===== config.mk =====
export PLATFORM = sky130hd
export DESIGN_NAME = fifo_tree_arbiter
export DESIGN_NICKNAME = d
export VERILOG_FILES = /design/src/rtl/fifo_tree_pkg.sv /design/src/rtl/fifo_tree_arbiter_rr_priority_picker.sv /design/src/rtl/fifo_tree_arbiter.sv
export SDC_FILE = /design/constraint.sdc
export NUM_CORES = 1
export LEC_CHECK = 0
export BUFFER_PORTS_ARGS = -buffer_cell sky130_fd_sc_hd__buf_2
export CAP_MARGIN = 20
export CORE_MARGIN = 1
export CORE_UTILIZATION = 41
export DETAILED_ROUTE_END_ITERATION = 7
export PLACE_DENSITY = 0.85
export SYNTH_ARGS = -nofsm -noshare
export SYNTH_HDL_FRONTEND = slang
export SYNTH_SLANG_ARGS = --single-unit
export TNS_END_PERCENT = 30

===== constraint.sdc =====
create_clock -name clk -period 2.1 [get_ports clk]
set_clock_uncertainty 0.05 [all_clocks]
set_input_delay 0.105 -clock clk [delete_from_list [all_inputs] [get_ports clk]]
set_output_delay 0.105 -clock clk [all_outputs]
set_load 0.05 [all_outputs]

===== src/rtl/fifo_tree_pkg.sv =====
// Shared definitions for FIFO tree nodes: arbiter state encoding, default word
// width and a one-hot helper.
package fifo_tree_pkg;

    localparam int DEFAULT_DATA_WIDTH = 36;
    localparam int MAX_INPUTS         = 32;

    typedef enum logic [1:0] {
        IDLE,
        ISSUE,
        WAIT,
        HOLD
    } arb_state_t;

    // Callers truncate the result to their own fan-in width.
    function automatic logic [MAX_INPUTS-1:0] onehot(input int unsigned idx);
        return MAX_INPUTS'(1) << idx;
    endfunction

endpackage


===== src/rtl/fifo_tree_arbiter_rr_priority_picker.sv =====
// Combinational rotating-priority picker: first request at or above ptr, else
// the lowest request. Tying ptr to 0 gives fixed lowest-index priority.
module rr_priority_picker
    import fifo_tree_pkg::*;
#(
    parameter int NUM_INPUTS = 4,
    parameter int IDX_BITS   = $clog2(NUM_INPUTS)
) (
    input  logic [NUM_INPUTS-1:0] req,
    input  logic [IDX_BITS-1:0]   ptr,
    output logic [IDX_BITS-1:0]   grant_idx,
    output logic                  any_req
);

    logic                hi_found;
    logic [IDX_BITS-1:0] hi_idx;
    logic [IDX_BITS-1:0] lo_idx;

    // Scanning downward leaves the lowest matching index in each candidate.
    always_comb begin
        hi_found = 1'b0;
        hi_idx   = '0;
        lo_idx   = '0;
        for (int i = NUM_INPUTS - 1; i >= 0; i--) begin
            if (req[i]) begin
                lo_idx = IDX_BITS'(i);
                if (i >= int'(ptr)) begin
                    hi_idx   = IDX_BITS'(i);
                    hi_found = 1'b1;
                end
            end
        end
        grant_idx = hi_found ? hi_idx : lo_idx;
        any_req   = |req;
    end

endmodule


===== src/rtl/fifo_tree_arbiter.sv =====
// One FIFO tree node: arbitrates among child FIFOs, reads one word at a time
// and presents it on a valid/ready output. Define FIFO_ARB_FIXED_PRIO_EN for fixed priority.
module fifo_tree_arbiter
    import fifo_tree_pkg::*;
#(
    parameter int NUM_INPUTS = 4,
    parameter int DATA_WIDTH = DEFAULT_DATA_WIDTH,
    parameter int IDX_BITS   = $clog2(NUM_INPUTS)
) (
    input  logic                             clk,
    input  logic                             reset,
    input  logic [NUM_INPUTS-1:0]            empty_i,
    input  logic [NUM_INPUTS-1:0]            data_valid_i,
    input  logic [NUM_INPUTS*DATA_WIDTH-1:0] data_i,
    output logic [NUM_INPUTS-1:0]            read_en_o,
    output logic [DATA_WIDTH-1:0]            out_data_o,
    output logic                             out_valid_o,
    input  logic                             out_ready_i,
    output logic [IDX_BITS-1:0]              grant_idx_o,
    output logic                             drop_o
);

    arb_state_t          state;
    logic [IDX_BITS-1:0] pick_idx;
    logic [IDX_BITS-1:0] rr_ptr;
    logic                any_req;
    logic                sel_valid;
    logic [DATA_WIDTH-1:0] sel_data;

    rr_priority_picker #(
        .NUM_INPUTS (NUM_INPUTS),
        .IDX_BITS   (IDX_BITS)
    ) u_picker (
        .req       (~empty_i),
        .ptr       (rr_ptr),
        .grant_idx (pick_idx),
        .any_req   (any_req)
    );

`ifdef FIFO_ARB_FIXED_PRIO_EN
    assign rr_ptr = '0;
`else
    always_ff @(posedge clk) begin
        if (reset) begin
            rr_ptr <= '0;
        end else if (state == IDLE && any_req) begin
            rr_ptr <= (int'(pick_idx) == NUM_INPUTS - 1) ? '0 : pick_idx + IDX_BITS'(1);
        end
    end
`endif

    // Read-data mux for the granted child.
    always_comb begin
        sel_valid = 1'b0;
        sel_data  = '0;
        for (int k = 0; k < NUM_INPUTS; k++) begin
            if (grant_idx_o == IDX_BITS'(k)) begin
                sel_valid = data_valid_i[k];
                sel_data  = data_i[k*DATA_WIDTH +: DATA_WIDTH];
            end
        end
    end

    always_ff @(posedge clk) begin
        if (reset) begin
            state       <= IDLE;
            read_en_o   <= '0;
            out_data_o  <= '0;
            out_valid_o <= 1'b0;
            grant_idx_o <= '0;
            drop_o      <= 1'b0;
        end else begin
            drop_o <= 1'b0;
            case (state)
                IDLE: begin
                    if (any_req) begin
                        grant_idx_o <= pick_idx;
                        read_en_o   <= NUM_INPUTS'(onehot(int'(pick_idx)));
                        state       <= ISSUE;
                    end
                end
                ISSUE: begin
                    read_en_o <= '0;
                    state     <= WAIT;
                end
                WAIT: begin
                    if (sel_valid) begin
                        out_data_o  <= sel_data;
                        out_valid_o <= 1'b1;
                        state       <= HOLD;
                    end else begin
                        drop_o <= 1'b1;
                        state  <= IDLE;
                    end
                end
                HOLD: begin
                    if (out_ready_i) begin
                        out_valid_o <= 1'b0;
                        state       <= IDLE;
                    end
                end
                default: state <= IDLE;
            endcase
        end
    end

endmodule


==> flow_metrics.py <==
metrics = {
    "synth": {
        "syn_nets": 393,
        "async_flop_share": 0,
        "synth_flop_cell": "dfxtp_1",
        "synth_area_leaders": "dfxtp_1 35%, mux4_2 29%, mux2i_1 14%",
        "syn_area_per_cell_um2": 11.8,
        "synth-edff-count": 0,
        "synth_commonest_cells": "48 x dfxtp_1, 48 x nor2_1, 39 x mux2i_1",
        "synth_seq_cells": 48,
        "ys_types": 34,
        "netlist_area_um2": 2760,
        "synth_seq_area_share": 0.348,
        "synth_top_area_cell": "dfxtp_1",
        "yosysTopAreaCellShare": 0.348,
        "synthCells": 234,
        "ys_warn_count": 0,
    },
    "floorplan": {
        "start_util": 0.430,
        "die-height_um": 84.1,
        "dieArea_um2": 7070,
        "fp.dieW_um": 84.1,
        "coreArea_um2": 6420,
        "rows": 29,
        "io_pins": 199,
    },
    "min_path": {
        "hold_class": "in2reg",
        "holdPathStages": 4,
    },
    "timing": {
        "fin_setup_tns_ns": 0,
        "slew_headroom": 0.655,
        "setup_viol": 0,
        "fin_crit_sh": 0.869,
        "finalHoldViolCount": 0,
        "max_freq_mhz": 548,
        "rsz0062_at_grt": "false",
        "period_needed_ns": 1.83,
        "slew_viol_final": 0,
        "worst_pin_slew_ns": 0.515,
    },
    "worst_setup_path": {
        "crit_type": "reg2reg",
        "crit_cells": 6,
        "rr_endpoint": "out_data_o[32]",
        "ff2ff_path_depth": 6,
        "cp_common_cell": "mux2i_1",
        "path_buf_inv": 2,
        "startpoint": "grant_idx_o[0]",
        "r2r_slack_ns": 0.27,
        "cp_slowest_cell": "dfxtp_2",
        "rr_startpoint": "grant_idx_o[0]",
        "critPathCaptureType": "register",
        "cp_cell_sequence": "buf_12, mux2i_1, o22ai_4, buf_4, mux2i_1, nor2_1",
        "cp-start-kind": "register",
        "critPathMaxStageDelay_ns": 0.38,
        "cp_max_fo": 24,
        "path_delay_family": "multiplexers",
        "arrival_ns": 1.94,
        "crit_required_ns": 2.21,
        "crit_end": "out_data_o[32]",
    },
    "clocking": {
        "ctsResizeCount": 0,
        "post_cts_buffers": 0,
        "clk_latency_ns": 0.29,
        "clock_path_buffers": 2,
        "cts_hold_buffers": 0,
        "cts_tree": "built",
        "numCtsBuffers": 5,
        "h-tree-depth": 2,
        "cts.clk_slew.worst_paths_ns": 0.09,
        "cts.sinks": 48,
        "root_buffer": "clkbuf_8",
    },
    "global_routing": {
        "grt_max_degree": 29,
        "overflow": 0,
        "grt_pass1_wl_mm": 12.2,
        "antenna_found_initial": 0,
        "grt_pass1_vias": 2626,
        "track_usage": 0.221,
    },
    "status": {
        "status": "finished with violations",
        "violations": "DRC",
    },
    "place": {
        "routabilityCongestion": 0.774,
        "io_buffer_count": 198,
        "place_hpwl_mm": 6.26,
        "placed_cells": 500,
    },
    "cells_and_area": {
        "num_antenna_cells": 0,
        "area_growth_syn_to_layout_pct": 43.1,
        "seqCellArea_um2": 963,
        "nNetsFinal": 589,
        "drive_gt1_frac": 0.594,
        "nFillCells": 551,
        "multi_input_area_um2": 1680,
        "final_cells": 508,
    },
    "drt": {
        "first_pass_iters": 6,
        "drc": 28,
        "vias_per_cell": 5.20,
        "post_drt_wl_per_cell_um": 15.3,
        "drt_first_iter_violations": 111,
        "drtAntennaViolNets": 0,
        "wl_mm": 7.76,
        "vias": 2640,
    },
    "power": {
        "power_per_cell_area_nw_per_um2": 693,
        "power_mw": 2.74,
        "p_leak_nw": 1.82,
        "vdd_ir_drop_max_v": 0.000347,
    },
    "flow_run": {
        "maxCapViolCount": 0,
    },
}
-- per-stage QoR --
stage | worst slack [ns] | cell area [µm²] | utilization | hold slack [ns]
after floorplan | 0.107 | 2770 | - | 0.251
after global placement | 0.409 | 3850 | 0.599 | 0.390
after detailed placement | 0.274 | 3850 | 0.599 | 0.413
after CTS | 0.252 | 3960 | 0.616 | 0.103
after global routing | 0.188 | 3960 | 0.616 | 0.111
final | 0.274 | 3960 | 0.616 | 0.106
-- kinds of logic after synthesis --
logic type | Yosys count | share of synthesized area
adder cells (fa/ha/maj) | 4 | 0.0181
multiplexers | 75 | 0.435
AO/OA/AOI/OAI | 18 | 0.0466
buffers and inverters | 23 | 0.0466
flip-flops | 48 | 0.348
AND/OR/NAND/NOR | 66 | 0.106
-- routing by layer --
layer,global-route usage,up-vias,wire [µm]
met3,0.0475,4,655
met4,0.0580,0,46
met2,0.431,126,4190
li1,-,1261,-
met1,0.239,1249,2870
met5,0,-,0
-- worst reg2reg max path: cells and delay by family (launching register included) --
family	cells	cell delay [ns]
flops	1	0.38
compound gates	1	0.14
buf+inv	2	0.46
mux	2	0.61
simple gates	1	0.06
-- cell type report --
type / instances / area share
inverters: 4 / 0.00380
repair buffers: 208 / 0.276
clock buffers: 6 / 0.0183
flip-flops and latches: 48 / 0.244
clock inverters: 2 / 0.00886
multi-input cells: 163 / 0.425
well taps: 77 / 0.0244
-- flip-flops by register name, indices dropped and copies added (netlist names) --
register     cells
rr_ptr           2
out_valid_o      1
drop_o           1
out_data_o      36
state            2
read_en_o        4
grant_idx_o      2
-- power breakdown --
| group | leakage, nW | internal, mW | switching, mW |
|---|---|---|---|
| sequential | 0.390 | 0.981 | 0.0446 |
| clock | 0.0552 | 0.353 | 0.287 |
| combinational | 1.38 | 0.510 | 0.566 |
-- how the worst min path moves through the flow --
stage,slack (ns),start,endpoint
detailed placement,0.41,out_ready_i,state[1]
finish,0.11,out_ready_i,state[1]
global route,0.11,out_ready_i,state[1]
CTS,0.10,out_ready_i,state[1]
global placement,0.39,out_ready_i,state[1]
floorplan,0.25,out_ready_i,state[1]
-- cell usage in the layout, fill, tap and decap left out, types with 5 or more instances in the layout --
cell,instances
clkbuf_8,5
mux2i_1,39
nor2_1,48
a22oi_1,5
buf_4,8
mux4_2,36
buf_2,198
dfxtp_1,46
Power figures use the tool's default switching activity.
